==> config.mk <==
export PLATFORM = sky130hd
export DESIGN_NAME = br_resolve_unit
export DESIGN_NICKNAME = d
export VERILOG_FILES = /design/src/rtl/br_resolve_pkg.sv /design/src/rtl/br_resolve_unit_age_select.sv /design/src/rtl/br_resolve_unit.sv
export SDC_FILE = /design/constraint.sdc
export NUM_CORES = 1
export LEC_CHECK = 0
export ABC_CLOCK_PERIOD_IN_PS = 5700
export BUFFER_PORTS_ARGS = -buffer_cell sky130_fd_sc_hd__clkbuf_2
export CAP_MARGIN = 20
export CORE_MARGIN = 3
export CORE_UTILIZATION = 45
export DETAILED_ROUTE_END_ITERATION = 10
export PLACE_DENSITY = 0.85
export SETUP_SLACK_MARGIN = 0.5
export SLEW_MARGIN = 15
export SYNTH_ARGS = -nofsm -noshare
export SYNTH_HDL_FRONTEND = slang
export SYNTH_SLANG_ARGS = --single-unit
==> constraint.sdc <==
create_clock -name clock -period 5.7 [get_ports clock]
set_input_delay 0.57 -clock clock [delete_from_list [all_inputs] [get_ports clock]]
set_output_delay 0.57 -clock clock [all_outputs]
set_load 0.02 [all_outputs]
==> src/rtl/br_resolve_pkg.sv <==
// Shared types, widths and the ROB age-compare helper for the branch resolution stage.
package br_resolve_pkg;

  localparam int MAX_BR = 20;
  localparam int ROB_W  = 7;
  localparam int TAG_W  = 5;
  localparam int OFF_W  = 21;

  typedef struct packed {
    logic                    valid;
    logic                    mispredict;
    logic                    taken;
    logic [TAG_W-1:0]        tag;
    logic [ROB_W-1:0]        rob_idx;
    logic [2:0]              cfi_type;
    logic [1:0]              pc_sel;
    logic signed [OFF_W-1:0] target_offset;
  } br_info_t;

  typedef enum logic {IDLE, PEND} redir_state_e;

  // Age is the distance from the ROB head, modulo the ROB size.
  function automatic logic is_older(input logic [ROB_W-1:0] a,
                                    input logic [ROB_W-1:0] b,
                                    input logic [ROB_W-1:0] head);
    logic [ROB_W-1:0] dist_a;
    logic [ROB_W-1:0] dist_b;
    dist_a = a - head;
    dist_b = b - head;
    return dist_a < dist_b;
  endfunction

endpackage

==> src/rtl/br_resolve_unit_age_select.sv <==
// Combinational picker: oldest candidate by ROB age, lowest source index on a tie.
module br_age_select
  import br_resolve_pkg::*;
#(
  parameter int NUM_BR = 2,
  parameter int IDX_W  = (NUM_BR > 1) ? $clog2(NUM_BR) : 1
) (
  input  logic [NUM_BR-1:0]       cand,
  input  logic [NUM_BR*ROB_W-1:0] rob_idx,
  input  logic [ROB_W-1:0]        head,
  output logic [IDX_W-1:0]        sel,
  output logic                    found
);

  logic [ROB_W-1:0] best;
  logic [ROB_W-1:0] cur;

  always_comb begin
    found = 1'b0;
    sel   = '0;
    best  = '0;
    cur   = '0;
    for (int unsigned i = 0; i < NUM_BR; i++) begin
      cur = rob_idx[i*ROB_W +: ROB_W];
      // Strictly-older replacement keeps the lowest index on ties.
      if (cand[i] && (!found || is_older(cur, best, head))) begin
        found = 1'b1;
        sel   = IDX_W'(i);
        best  = cur;
      end
    end
  end

endmodule

==> src/rtl/br_resolve_unit.sv <==
// Branch resolution: b1 masks (comb), b2 oldest-mispredict register, held frontend redirect.
module br_resolve_unit
  import br_resolve_pkg::*;
#(
  parameter int NUM_BR = 2,
  parameter int MAX_BR = br_resolve_pkg::MAX_BR,
  parameter int ROB_W  = br_resolve_pkg::ROB_W
) (
  input  logic                      clock,
  input  logic                      reset,
  input  logic [NUM_BR-1:0]         br_valid,
  input  logic [NUM_BR-1:0]         br_mispredict,
  input  logic [NUM_BR-1:0]         br_taken,
  input  logic [NUM_BR*5-1:0]       br_tag,
  input  logic [NUM_BR*ROB_W-1:0]   br_rob_idx,
  input  logic [NUM_BR*3-1:0]       br_cfi_type,
  input  logic [NUM_BR*2-1:0]       br_pc_sel,
  input  logic [NUM_BR*21-1:0]      br_target_offset,
  input  logic [ROB_W-1:0]          rob_head_idx,
  input  logic                      flush,
  output logic [MAX_BR-1:0]         b1_resolve_mask,
  output logic [MAX_BR-1:0]         b1_mispredict_mask,
  output logic                      b2_valid,
  output logic [ROB_W-1:0]          b2_rob_idx,
  output logic [4:0]                b2_br_tag,
  output logic                      b2_taken,
  output logic [2:0]                b2_cfi_type,
  output logic [1:0]                b2_pc_sel,
  output logic [20:0]               b2_target_offset,
  output logic                      redirect_valid,
  input  logic                      redirect_ready,
  output logic [ROB_W-1:0]          redirect_rob_idx,
  output logic [1:0]                redirect_pc_sel,
  output logic [20:0]               redirect_target_offset
);

  localparam int IDX_W = (NUM_BR > 1) ? $clog2(NUM_BR) : 1;

  br_info_t          info [NUM_BR];
  logic [NUM_BR-1:0] cand;
  logic [IDX_W-1:0]  sel;
  logic              found;
  redir_state_e      state_q, state_d;
  logic              load_redir;

  always_comb begin
    for (int unsigned i = 0; i < NUM_BR; i++) begin
      info[i].valid         = br_valid[i];
      info[i].mispredict    = br_mispredict[i];
      info[i].taken         = br_taken[i];
      info[i].tag           = br_tag[i*TAG_W +: TAG_W];
      info[i].rob_idx       = br_rob_idx[i*ROB_W +: ROB_W];
      info[i].cfi_type      = br_cfi_type[i*3 +: 3];
      info[i].pc_sel        = br_pc_sel[i*2 +: 2];
      info[i].target_offset = br_target_offset[i*OFF_W +: OFF_W];
      cand[i]               = br_valid[i] & br_mispredict[i];
    end
  end

  // Tags outside the mask space are dropped rather than aliased.
  always_comb begin
    b1_resolve_mask    = '0;
    b1_mispredict_mask = '0;
    for (int unsigned i = 0; i < NUM_BR; i++) begin
      if (info[i].valid && !flush && (int'(info[i].tag) < MAX_BR)) begin
        b1_resolve_mask[info[i].tag] = 1'b1;
        if (info[i].mispredict) b1_mispredict_mask[info[i].tag] = 1'b1;
      end
    end
  end

  br_age_select #(
    .NUM_BR (NUM_BR),
    .IDX_W  (IDX_W)
  ) u_age_select (
    .cand    (cand),
    .rob_idx (br_rob_idx),
    .head    (rob_head_idx),
    .sel     (sel),
    .found   (found)
  );

  always_ff @(posedge clock or negedge reset) begin
    if (!reset) begin
      b2_valid         <= 1'b0;
      b2_rob_idx       <= '0;
      b2_br_tag        <= '0;
      b2_taken         <= 1'b0;
      b2_cfi_type      <= '0;
      b2_pc_sel        <= '0;
      b2_target_offset <= '0;
    end else begin
      b2_valid <= found & ~flush;
      if (found) begin
        b2_rob_idx       <= info[sel].rob_idx;
        b2_br_tag        <= info[sel].tag;
        b2_taken         <= info[sel].taken;
        b2_cfi_type      <= info[sel].cfi_type;
        b2_pc_sel        <= info[sel].pc_sel;
        b2_target_offset <= info[sel].target_offset;
      end
    end
  end

  always_comb begin
    state_d    = state_q;
    load_redir = 1'b0;
    if (flush) begin
      state_d = IDLE;
    end else begin
      case (state_q)
        IDLE: if (b2_valid) begin
          state_d    = PEND;
          load_redir = 1'b1;
        end
        PEND: begin
          if (redirect_ready) begin
            if (b2_valid) load_redir = 1'b1;
            else          state_d    = IDLE;
          end else if (b2_valid && is_older(b2_rob_idx, redirect_rob_idx, rob_head_idx)) begin
            load_redir = 1'b1;
          end
        end
        default: state_d = IDLE;
      endcase
    end
  end

  always_ff @(posedge clock or negedge reset) begin
    if (!reset) begin
      state_q                <= IDLE;
      redirect_rob_idx       <= '0;
      redirect_pc_sel        <= '0;
      redirect_target_offset <= '0;
    end else begin
      state_q <= state_d;
      if (load_redir) begin
        redirect_rob_idx       <= b2_rob_idx;
        redirect_pc_sel        <= b2_pc_sel;
        redirect_target_offset <= b2_target_offset;
      end
    end
  end

  assign redirect_valid = (state_q == PEND);

endmodule

Yosys cells after proc, flatten, opt, wreduce, memory -nomap -nowiden
Index checks and enable logic that the tools add are counted.
{ "classes": {"addsub": 4, "n_mul": 0, "div": 0, "magnitude_cmp": 9, "eq_ne": 0, "shifts": 0, "muxes": 25, "bitwise_logic": 8, "reduce_logical": 11} }
{ "ops": {"columns": ["op", "n"], "rows": [
  ["20-bit two-way mux", 6],
  ["39-bit two-way mux", 3],
  ["20-bit bitwise OR", 2],
  ["7-bit subtractor", 4],
  ["7-bit less-than comparator", 2],
  ["5-bit by 6-bit less-than comparator with 1-bit output (second input constant)", 2],
  ["1-bit two-way mux", 11],
  ["1-bit demux with 5-bit select", 2],
  ["5-bit by 1-bit >= comparator with 1-bit output (second input constant)", 2],
  ["5-bit less-than comparator (second input constant)", 2],
  ["1-bit logical AND", 8],
  ["7-bit two-way mux", 1],
  ["1-bit case mux with 2 select lines", 2],
  ["1-bit AND", 3],
  ["2-bit >= comparator (second input constant)", 1],
  ["1-bit logical NOT", 2],
  ["1-bit inverter", 2],
  ["1-bit inverter with 2-bit output", 1],
  ["1-bit logical OR", 1]
]} }
{ "word_totals": {"reg_bits": 71, "latchBits": 0, "ram_bits": 0, "romBits": 0, "input_bits": 93, "output_inout_bits": 111, "wordCells": 68, "n_memories": 0} }

Logic depth before layout (Yosys ltp)
{ "depth": {"depth_word": 11, "depth_mapped": 19, "mapped_depth_nobuf": 16} }

Cells and area by module
From an unflattened synthesis, not the netlist that was laid out.
{ "unflattened": {"hier_cells": 521, "area_unflattened_um2": 5069.9} }
{ "by_module_without_submodules": {"columns": ["module", "n_inst", "cells_each", "area_per_inst_um2"], "rows": [
  ["br_resolve_unit", 1, 427, 4345.4],
  ["br_age_select", 1, 94, 724.4]
]} }

Worst setup path after synthesis
No wires, ideal clock.
{ "synth_timing": {"path_type": "input to register", "start": "in br_mispredict[0]", "end": "reg b2_taken", "setup_time_ns": 0.143, "t_arrival_ns": 3.707, "required_ns": 5.557, "path_slack_ns": 1.850, "stages": 19, "cell_sequence": "clkbuf_1 and2_1 nand2_1 ha_1 inv_1 fa_1 a21o_1 a21oi_1 o21bai_1 a21oi_1 xnor2_1 ha_1 nand4_1 nor2_1 a2111oi_4 o21bai_2 buf_6 buf_6 a222oi_1"} }
{ "synth_between": {"elab_chain_cells": 11} }
{ "synth_lines": {"columns": ["element", "line", "text"], "rows": [
  ["start: declaration", "br_resolve_unit.sv:12", "input logic [NUM_BR-1:0] br_mispredict,"],
  ["1-bit AND (*)", "br_resolve_unit.sv:56", "cand[i] = br_valid[i] & br_mispredict[i];"],
  ["7-bit two-way mux", "br_resolve_unit_age_select.sv:26", "if (cand[i] && (!found || is_older(cur, best, head))) begin"],
  ["7-bit subtractor", "br_resolve_pkg.sv:29", "dist_b = b - head;"],
  ["7-bit less-than comparator", "br_resolve_pkg.sv:30", "return dist_a < dist_b;"],
  ["1-bit logical OR", "br_resolve_unit_age_select.sv:26", null],
  ["1-bit logical AND", "br_resolve_unit_age_select.sv:26", null],
  ["1-bit two-way mux", "br_resolve_unit_age_select.sv:26", null],
  ["1-bit inverter with 2-bit output (implied by the code)", "br_resolve_unit.sv:97", "b2_taken <= info[sel].taken;"],
  ["39-bit two-way mux (3 in a row)", null, null],
  ["end signal: assignment", "br_resolve_unit.sv:97", null],
  ["end: declaration", "br_resolve_unit.sv:26", "output logic b2_taken,"]
]} }
Mark *: on every way between the ends. The rest lies on a longest branch, timed or not. The select of a mux whose other input is x is not followed.
A chain may end at the register's enable or synchronous reset.

Worst setup path after layout
{ "layout_timing": {"start": "in br_mispredict[0]", "end": "reg b2_target_offset[9]"} }
{ "layout_between": {"elab_chain_cells": 11} }
{ "layout_lines": {"columns": ["element", "line", "text"], "rows": [
  ["1-bit AND (*)", "br_resolve_unit.sv:56", null],
  ["7-bit two-way mux", "br_resolve_unit_age_select.sv:26", null],
  ["7-bit subtractor", "br_resolve_pkg.sv:29", null],
  ["7-bit less-than comparator", "br_resolve_pkg.sv:30", null],
  ["1-bit logical OR", "br_resolve_unit_age_select.sv:26", null],
  ["1-bit logical AND", "br_resolve_unit_age_select.sv:26", null],
  ["1-bit two-way mux", "br_resolve_unit_age_select.sv:26", null],
  ["1-bit inverter with 2-bit output (implied by the code)", "br_resolve_unit.sv:100", "b2_target_offset <= info[sel].target_offset;"],
  ["39-bit two-way mux (implied by the code) (3 in a row)", "br_resolve_unit.sv:100", null],
  ["end signal: assignment", "br_resolve_unit.sv:100", null],
  ["end: declaration", "br_resolve_unit.sv:29", "output logic [20:0] b2_target_offset,"]
]} }
Marks and branches as above.

==> out/qor.yml <==
drt:
  drt-total-wl_um: 14800
  final_antenna_net_count: 0
  first_iter_violations: 426
  vias_per_cell: 5.86
  drc: 0
  first_pass_iters: 5
  num_vias: 4710
  post_drt_wl_per_cell_um: 18.3
grt:
  grt_pass1_vias: 4585
  grt_max_degree: 72
  gr-total-overflow: 0
  antenna_found_initial: 0
  grt_pass1_wl_um: 22600
  track_usage_pct: 24.1
place:
  gp_congestion: 0.908
  post_dp_cell_area_um2: 5860
  port_buffers: 203
  dp.final_hpwl_um: 11500
clock_tree:
  tritoncts: "built"
  root_buffer: "clkbuf_8"
  clk_latency_ns: 0.34
  clockBufferDepth: 2
  cts_hold_buffers: 0
  htree_num_levels: 3
  post-cts-setup-buffer-count: 0
  cts.repair.resized: 0
  clkTransAtPathRegs_ns: 0.08
  numCtsBuffers: 9
  cts_sinks: 71
timing:
  slew_violations: 0
  slew_headroom_pct: 28.4
  fmax_mhz: 230
  setup_viol_count_final: 0
  rsz0062_at_grt: "no"
  setup_tns_ns: 0
  worst_clock_skew_ns: 0.0162
  period_minus_slack_ns: 4.35
  fin_crit_sh_pct: 76.4
  tightest_slew_ns: 1.07
  hold_viol_final: 0
critical_path:
  crit_fanout: 31
  r2r_cells: 14
  critPathArrivalTime_ns: 4.62
  startpoint_type: "primary input"
  reg2reg_from: "b2_rob_idx[0]"
  cp-end-kind: "flip-flop"
  path_class: "primary input to flip-flop"
  slowest_stage: "a2111oi_4"
  r2r-end: "redirect_target_offset[1]"
  path_cells: "clkbuf_2, and2_1, nand2_1, ha_1, inv_1, fa_1, a21o_1, a21oi_1, o21bai_1, a21oi_1, xnor2_1, ha_1, nand4_1, nor2_1, a2111oi_4, o21bai_2, buf_4, a221o_1"
  max_stage_delay_ns: 0.57
  rrSetupSlack_ns: 1.54
  required_ns: 5.97
die:
  io_pins: 204
  start_util_pct: 47.3
  die_area_um2: 11800
  rows: 36
  die_h_um: 109
  core_um2: 10000
  fp.dieW_um: 109
synth:
  ys_ff_latch: 71
  syn-instance-count: 471
  yosysSeqAreaShare_pct: 37.5
  netlist.area_leader.share_pct: 37.5
  synth_area_um2: 4730
  ys.flop_type: "dfrtp_1"
  synth_area_leaders: "dfrtp_1, ha_1, a221o_1, mux2_2, o22ai_1"
  yosysTopAreaCell: "dfrtp_1"
  synth_nets: 604
  yosysUniqueCellTypes: 48
  syn_avg_cell_area_um2: 10.0
  async_reset_ff_share_pct: 100
  synth_edf_count: 0
  synth_warnings: 0
layout:
  area_growth_pct: 27.1
  fin_area_um2: 6010
  nets: 800
  antenna_cells: 0
  fillers: 862
  drive_above_1_share_pct: 38.7
power:
  peakVddDrop_mv: 0.225
  power_density_nw_per_um2: 353
  p_leak_nw: 3.12
min_path:
  holdCritPathClass: "primary input to async pin"
flow_run:
  cap_violations: 0
status:
  status: "finished, final reports clean"
[layout make-up]
type | instances | area (µm²) | area share, %
Sequential cell | 71 | 1780 | 29.5
Tap cell | 133 | 166 | 2.77
Timing Repair Buffer | 207 | 1060 | 17.6
Clock buffer | 11 | 131 | 2.18
Clock inverter | 4 | 23.8 | 0.395
Inverter | 37 | 139 | 2.31
Multi-Input combinational cell | 341 | 2720 | 45.2
[registers in the layout (all words and copies together) (netlist names)]
signal	flops
b2_target_offset	21
redirect_target_offset	21
b2_rob_idx	7
redirect_rob_idx	7
b2_br_tag	5
b2_cfi_type	3
b2_pc_sel	2
redirect_pc_sel	2
b2_taken	1
b2_valid	1
redirect_valid	1
[cells by family after synthesis]
kind of cell	after synthesis	synth area share (%)
buffers and inverters	59	5.21
and+or+nand+nor	130	15.2
DFF	71	37.5
muxes	33	7.75
xor gates and xnor gates	17	3.15
AOI/OAI and AO/OA	121	19.9
adders and majority gates	40	11.2
[power by group]
part	switching [mW]	total (mW)	internal, mW
logic	0.590	1.02	0.433
clock network	0.179	0.334	0.154
registers	0.113	0.767	0.654
total	0.882	2.12	1.24
[worst max-delay path by stage]
stage          slack (ns)             start                  end
2_1_floorplan        1.85  br_mispredict[0]             b2_taken
3_3_place_gp         1.12  br_mispredict[0]         b2_pc_sel[0]
3_5_place_dp         1.04  br_mispredict[0]  b2_target_offset[9]
4_1_cts              1.41  br_mispredict[0]  b2_target_offset[9]
5_1_grt              1.03  br_mispredict[0]         b2_pc_sel[1]
6_report             1.35  br_mispredict[0]  b2_target_offset[9]
[metrics by stage]
step | worst slack [ns] | total power, mW | std cells | hold slack, ns | utilization (%)
finish | 1.35 | 2.12 | 804 | 0.419 | 60.1
global route | 1.03 | 2.28 | 804 | 0.441 | 60.1
CTS | 1.41 | 2.14 | 804 | 0.442 | 60.1
detailed placement | 1.04 | 1.79 | 789 | 0.497 | 58.6
global placement | 1.12 | 1.75 | 789 | 0.489 | 58.6
floorplan | 1.85 | 1.44 | 471 | 0.274 | -
[layer usage]
layer | vias to the layer above | track usage (%) | wire, µm
met5 | - | 0 | 0
met1 | 2243 | 29.5 | 5800
met2 | 270 | 42.5 | 7560
met4 | 0 | 7.84 | 326
li1 | 2167 | - | -
met3 | 30 | 4.66 | 1060
[layout by cell type, fill, tap and decap left out, types with 4 or more instances in the layout]
cell type and count:
o21a_1 4, or3_1 5, nand2_1 17, nand2b_1 6
ha_1 36, nor3_1 5, nand3b_1 7, mux2i_1 4
a221o_1 35, nor2b_1 10, a21oi_1 9, clkbuf_8 9
and3_1 35, fa_1 4, xor2_1 4, nand3_1 7
inv_1 37, o21ai_0 7, nor2_1 23, a222oi_1 4
a21o_1 7, clkbuf_2 202, xnor2_1 13, o22ai_1 40
mux2_2 29, dfrtp_1 71
[synth_stat cells (5+ instances only)]
master and count:
a21o_1 7, a21oi_1 10, a221o_1 35, and3_1 35, buf_2 8, clkbuf_1 11, dfrtp_1 71, ha_1 36
inv_1 37, mux2_2 29, nand2_1 17, nand2b_1 6, nand3_1 7, nand3b_1 7, nor2_1 23, nor2b_1 10
nor3_1 5, o21ai_0 7, o22ai_1 40, or3_1 5, xnor2_1 13
[critical path, delay by kind of cell]
| family | cells | cell delay (ns) |
|---|---|---|
| AO/OA/AOI/OAI | 7 | 1.83 |
| buffers and inverters | 3 | 0.65 |
| XOR/XNOR | 1 | 0.15 |
| adder cells (fa/ha/maj) | 3 | 0.85 |
| AND/OR/NAND/NOR | 4 | 0.54 |
(Power assumes the default switching activity.)
